<file path="src/rtl/alu_arb_pkg.sv">
// Shared opcode constants, FSM state type and default datapath width for the ALU arbiter.
package alu_arb_pkg;

  localparam int W_DEF = 4;

  localparam logic [1:0] OP_AND = 2'b00;
  localparam logic [1:0] OP_OR  = 2'b01;
  localparam logic [1:0] OP_SUB = 2'b10;
  localparam logic [1:0] OP_ADD = 2'b11;

  typedef enum logic [1:0] {
    IDLE = 2'd0,
    EXEC = 2'd1,
    RESP = 2'd2
  } state_t;

endpackage

</file>
<file path="src/rtl/alu4_core.sv">
// Combinational W-bit ALU: AND / OR / SUB (a-b) / ADD, modulo 2^W, no flags.
// Zero latency; no flow control.
module alu4_core
  import alu_arb_pkg::*;
#(
  parameter int W = W_DEF
) (
  input  logic [1:0]   func,
  input  logic [W-1:0] a,
  input  logic [W-1:0] b,
  output logic [W-1:0] c
);

  always_comb begin
    c = '0;
    case (func)
      OP_AND: c = a & b;
      OP_OR:  c = a | b;
      OP_SUB: c = a - b;
      OP_ADD: c = a + b;
      default: c = '0;
    endcase
  end

endmodule

</file>
<file path="src/rtl/alu_arbiter.sv">
// Two-requester arbiter sharing one ALU; round-robin when ALU_ARB_RR_EN is defined, else requester 0 priority.
// Request latched in IDLE, done pulses in RESP (one op per 3 cycles); requesters hold req until done.
module alu_arbiter
  import alu_arb_pkg::*;
#(
  parameter int W    = W_DEF,
  parameter int ID_W = 1
) (
  input  logic            clk,
  input  logic            rst,
  input  logic            req0,
  input  logic [1:0]      func0,
  input  logic [W-1:0]    a0,
  input  logic [W-1:0]    b0,
  input  logic            req1,
  input  logic [1:0]      func1,
  input  logic [W-1:0]    a1,
  input  logic [W-1:0]    b1,
  output logic            done0,
  output logic            done1,
  output logic [W-1:0]    result,
  output logic            busy,
  output logic [ID_W-1:0] owner
);

  state_t         state, state_nxt;
  logic [1:0]     op_func;
  logic [W-1:0]   op_a, op_b, alu_c;
  logic           any_req, grant1, latch;

  assign any_req = req0 | req1;
  assign latch   = (state == IDLE) && any_req;

`ifdef ALU_ARB_RR_EN
  // fav1 set means requester 1 wins a tie (requester 0 was served last).
  logic fav1;
  assign grant1 = req1 & (~req0 | fav1);

  always_ff @(posedge clk or posedge rst) begin
    if (rst)        fav1 <= 1'b0;
    else if (latch) fav1 <= ~grant1;
  end
`else
  assign grant1 = req1 & ~req0;
`endif

  always_ff @(posedge clk or posedge rst) begin
    if (rst) state <= IDLE;
    else     state <= state_nxt;
  end

  always_comb begin
    state_nxt = state;
    busy      = 1'b1;
    done0     = 1'b0;
    done1     = 1'b0;
    case (state)
      IDLE: begin
        busy = 1'b0;
        if (any_req) state_nxt = EXEC;
      end
      EXEC: state_nxt = RESP;
      RESP: begin
        state_nxt = IDLE;
        done0     = (owner == '0);
        done1     = (owner == ID_W'(1));
      end
      default: state_nxt = IDLE;
    endcase
  end

  always_ff @(posedge clk or posedge rst) begin
    if (rst) begin
      op_func <= '0;
      op_a    <= '0;
      op_b    <= '0;
      owner   <= '0;
      result  <= '0;
    end else begin
      if (latch) begin
        op_func <= grant1 ? func1 : func0;
        op_a    <= grant1 ? a1 : a0;
        op_b    <= grant1 ? b1 : b0;
        owner   <= grant1 ? ID_W'(1) : '0;
      end
      if (state == EXEC) result <= alu_c;
    end
  end

  alu4_core #(.W(W)) u_core (
    .func (op_func),
    .a    (op_a),
    .b    (op_b),
    .c    (alu_c)
  );

endmodule

</file>
<file path="config.mk">
export PLATFORM = sky130hd
export DESIGN_NAME = alu_arbiter
export DESIGN_NICKNAME = d
export VERILOG_FILES = /design/src/rtl/alu_arb_pkg.sv /design/src/rtl/alu4_core.sv /design/src/rtl/alu_arbiter.sv
export SDC_FILE = /design/constraint.sdc
export NUM_CORES = 1
export LEC_CHECK = 0
export BUFFER_PORTS_ARGS = -buffer_cell sky130_fd_sc_hd__buf_4
export CORE_UTILIZATION = 40
export CTS_BUF_LIST = sky130_fd_sc_hd__clkbuf_2
export DETAILED_ROUTE_END_ITERATION = 10
export PLACE_DENSITY = 0.76
export SLEW_MARGIN = 20
export SYNTH_ARGS = -nofsm -noshare
export SYNTH_HDL_FRONTEND = slang
export SYNTH_SLANG_ARGS = --single-unit
</file>
<file path="constraint.sdc">
create_clock -name clk -period 1.95 [get_ports clk]
set_input_delay 0.2925 -clock clk [delete_from_list [all_inputs] [get_ports clk]]
set_output_delay 0.2925 -clock clk [all_outputs]
set_load 0.05 [all_outputs]
</file>
Word level (Yosys, flattened, before mapping). Cells that the tools add are included.

Mux-type cells: 10. Bitwise gates (word level): 6. Equal/unequal tests: 6. Reduce and logical (&&, ||, !) cells: 3. Add/subtract/negate cells: 2.

Operators by type and width (number): $pmux W4 S4 (1); $mux W4 (2); $eq A2 B2 Y1 const B (3); $add A4 B4 Y4 (1); $and A4 B4 Y4 (1); $eq A2 B1 Y1 const B (2); $logic_not A2 Y1 (2); $mux W1 (4); $mux W2 (2); $or A4 B4 Y4 (1); $pmux W2 S2 (1); $sub A4 B4 Y4 (1); $ne A2 B2 Y1 const B (1); $not A1 Y1 (2); $and A1 B1 Y1 (1); $logic_and A1 B1 Y1 (1); $or A1 B1 Y1 (1).

Word-level logic and storage cells: 33. Input bits: 24. Output and inout bits: 8. Register bits after elaboration: 17.

Longest topological paths before layout.
Word-level depth: 3. Mapped depth: 8. Depth with buffers taken out: 8.

Hierarchy. Synthesis repeated with hierarchy kept, for this count alone.

Cells, all modules: 103. Area total of the unflattened synthesis: 1198.6 um^2.

By module, submodules not included: alu_arbiter (sequential area each 425.4 um^2, cells each 54, area each 854.6 um^2, times used 1); alu4_core (sequential area each 0.0 um^2, cells each 49, area each 344.1 um^2, times used 1).

Least setup slack after synthesis. Ideal clock, no wire load.

Path kind: reg2reg. Start point: reg op_b[0]. End point: reg result[3]. Cell stages (with the launch flop): 9. Data required time: 1.818 ns. Buffers on the path: 0. Setup time: 0.132 ns. Clock period less this slack: 2.102 ns. Setup slack: -0.152 ns. Arrival: 1.970 ns. Cells stage by stage: dfrtp_1 -> inv_1 -> ha_1 -> mux2_2 -> ha_1 -> a21o_1 -> a21oi_2 -> a211oi_1 -> or3b_1.

Longest elaborated chain between the ends: 2. Elaborated cells on any way between the ends: 3. Classes of those cells: add/sub: 2; mux: 1.

RTL lines: start: declaration (RTL line alu_arbiter.sv:28) `logic [W-1:0] op_a, op_b, alu_c;`; start signal: assignment (RTL line alu_arbiter.sv:83) `op_b <= grant1 ? b1 : b0;`; $add A4 B4 Y4 or $sub A4 B4 Y4 (tied branches) (RTL line alu4_core.sv:20, alu4_core.sv:19); $pmux W4 S4 * (RTL line alu4_core.sv:16) `case (func)`; end signal: assignment (RTL line alu_arbiter.sv:86) `if (state == EXEC) result <= alu_c;`; end: declaration (RTL line alu_arbiter.sv:21) `output logic [W-1:0] result,`.

Mark *: on every way between the ends. The rest lies on a longest branch, timed or not. A chain may end at the register's enable or synchronous reset.

Worst setup path in the final report. Same ends and word-level chain as after synthesis.

==> impl_results.md <==
* Initial DRC count at 8
* Share of cells above drive strength 1 at between 30% and 40%
* Critical R2R Launch: op_b[0]
* Clock latency on the worst-skew pair at ~0.30 ns
* Pin count of the biggest net entering global routing at 22
* Synth cell types at 30
* CP max FO at 2
* Routed wl met3 at 96 um
* Maximum vdd drop at 1.28 mV
* Num CTS Buffers at 3
* Critical path, cell by cell: inv_2 -> ha_4 -> mux2_4 -> ha_4 -> a21o_1 -> a21oi_2 -> buf_4 -> nand4b_1 -> or3b_1
* Crit path from: op_b[0]
* Io pins at 32
* Final Slew Violations at 0
* DP Wirelength at about 1600 um
* Power Dens Cells at around 1800 nW/um2
* Setup TNS Final at -0.252 ns
* Total power at 2560 uW
* Fillers at 221
* Leakage at 0.000690 uW
* Synth Warn # at 0
* Vias in the first global route at 860
* Nets at 180
* Total die area at around 2700 um2
* Outcome: finished, violations left
* Die X at approximately 52 um
* Chip height at about 52 um
* Wl on met1 at 921 um
* Drt wl/cell at about 12 um
* EDFF count, synth at 0
* Core area at ~2300 um2
* Clock Skew at 0.00449 ns
* CP most frequent cell: ha_4
* Via count at between 800 and 900
* Aggregate routed wire length at between 2000 and 2500 um
* Vias per Instance at around 4.9
* WL met2 at 1070 um
* Crit-path leading delay family: adder cells
* CTS max path bufs at 2
* DR top layer: met4
* Initial antenna violation count at 0
* WP buf/inv at 2
* Seq/Total Area, Yosys at a little over two fifths
* Area of placed instances at approximately 1300 um2
* DRC at 0
* Final setup viols at 3
* Failing checks: negative setup slack
* Worst min-delay path class: input port to async pin
* RSZ-0062 raised after global routing: yes
* Initial core utilization at between 40% and 50%
* Fmax at 485 MHz
* Synthesized instance count at ~110
* # hold bufs at CTS at 0
* Slowest Stage Delay on Critical Path at roughly 0.43 ns
* Synth Cell Area at approximately 1000 um2
* Overall Global Routing Usage at 19.0%
* Fin crit share at 106%
* Drt pass-1 iters at 4
* Setup WS post-layout at -0.114 ns
* Crit path max-delay cell type: dfrtp_1
* Startpoint class of the critical path: flip-flop
* Antenna Cells at 0
* H-tree depth at 1
* Clk sink count at 17
* Post-route cell area at approximately 1400 um2
* Final hold vios at 0
* Crit path kind: flip-flop to flip-flop
* Number of max-cap violations at 0
* Worst path required time at 2.15 ns
* Syn_nets at 138
* First-pass GRT wire length at around 3700 um
* Fraction of registers with async set/reset at 100%
* Rows at 17
* CTS tree: built
* Max-slew headroom at a little under three fifths
* Final antenna-violating net count at 0
* Main synth FF type: dfrtp_1
* Post-layout minimum cycle time at 2.06 ns
* Avg Cell Area, Syn at between 9 and 10 um2
* Grt ovf at 0
* Worst Tran Pin Value at ~0.64 ns
* Worst-path clk slew at about 0.15 ns
* Clk Tree Root Cell: clkbuf_2
* Critical path arrival at 2.26 ns
* Synth Register Bits at 17
* Port buffer count at 31
* GPL Wtd Cong at 0.811
* Area grow syn2layout at 37.6%
* Critical Path Sink Type: flip-flop
[kinds of logic (layout without fill, tap and decap cells)]
family	Yosys count	in the layout	synth area share, %
AO/OA/AOI/OAI	28	28	14.9
AND/OR/NAND/NOR	30	30	15.0
adder cells (fa/ha/maj)	7	7	9.24
flip-flops	17	17	41.9
multiplexers	11	11	11.0
XOR/XNOR	3	3	2.59
buffers and inverters	12	53	5.42
[what timing repair did]
item | 4_1_cts | 5_1_grt
setup buffers | 2 | 1
gates resized for setup | 4 | 4
pin swaps | 5 | 5
endpoints found under the setup margin | 2 | 3
gates cloned | 0 | 0
endpoints found under the hold margin | 0 | 0
[cell type report]
cell class | count | area [um2] | share of cell area [%]
Clock buffer | 4 | 20.0 | 1.43
Tap cell | 28 | 35.0 | 2.51
Timing Repair Buffer | 42 | 319 | 22.8
Sequential cell | 17 | 425 | 30.4
Multi-Input combinational cell | 79 | 572 | 40.9
Inverter | 7 | 26.3 | 1.88
[registers in the layout (all words and copies together), names as in the netlist]
register and flops:
op_a 4, op_b 4, op_func 2, owner 1
result 4, state 2
[per-stage QoR]
stage | setup slack (ns) | hold WS, ns | std cells | util (%)
2_1_floorplan | -0.113 | 0.219 | 108 | -
3_3_place_gp | -0.0896 | 0.412 | 170 | 57.6
3_5_place_dp | -0.158 | 0.422 | 170 | 57.6
4_1_cts | -0.111 | 0.0593 | 176 | 60.2
5_1_grt | -0.201 | 0.0788 | 177 | 60.8
6_report | -0.114 | 0.0545 | 177 | 60.8
[cell usage in the layout (no fill, tap or decap), types with 3 or more instances in the layout]
cell type and instances:
ha_1 3, buf_4 41, clkbuf_2 4, inv_2 3, inv_1 4, a21oi_1 7
mux2i_1 10, nor3_1 3, nor2_1 5, nand2_1 14, o21ai_1 13, dfrtp_1 17
o21ai_0 4
[metal layers]
layer,GRT usage (%),up-vias
li1,-,454
met1,20.9,378
met2,34.0,24
met3,6.09,4
met4,6.58,0
met5,0,-
[Yosys cell counts (all sizes together) (2+ instances only)]
| library cell | count | area [um2] |
|---|---|---|
| dfrtp | 17 | 425 |
| o21ai | 17 | 85.1 |
| nand2 | 14 | 52.6 |
| mux2i | 10 | 100 |
| a21oi | 8 | 43.8 |
| inv | 7 | 26.3 |
| ha | 5 | 62.6 |
| nor2 | 5 | 18.8 |
| buf | 3 | 21.3 |
| nor3 | 3 | 15.0 |
| a211oi | 2 | 15.0 |
| clkbuf | 2 | 7.51 |
| xor2 | 2 | 17.5 |
[final timing paths]
kind,depth (start not counted),to,slack (ns)
max,9,result[3],-0.11
min,2,op_a[2],0.05
max reg2reg,9,result[3],-0.11
min reg2reg,2,result[0],0.50
max in group asynchronous,2,result[0],1.49
min in group clk,2,owner,0.15
[report_power, final]
group          switching [uW]  leakage (uW)  internal, uW
sequential                146      0.000210           525
combinational             937      0.000463           791
clock                     108     0.0000166          54.3
Note: power is estimated with default switching activity, not from simulation.
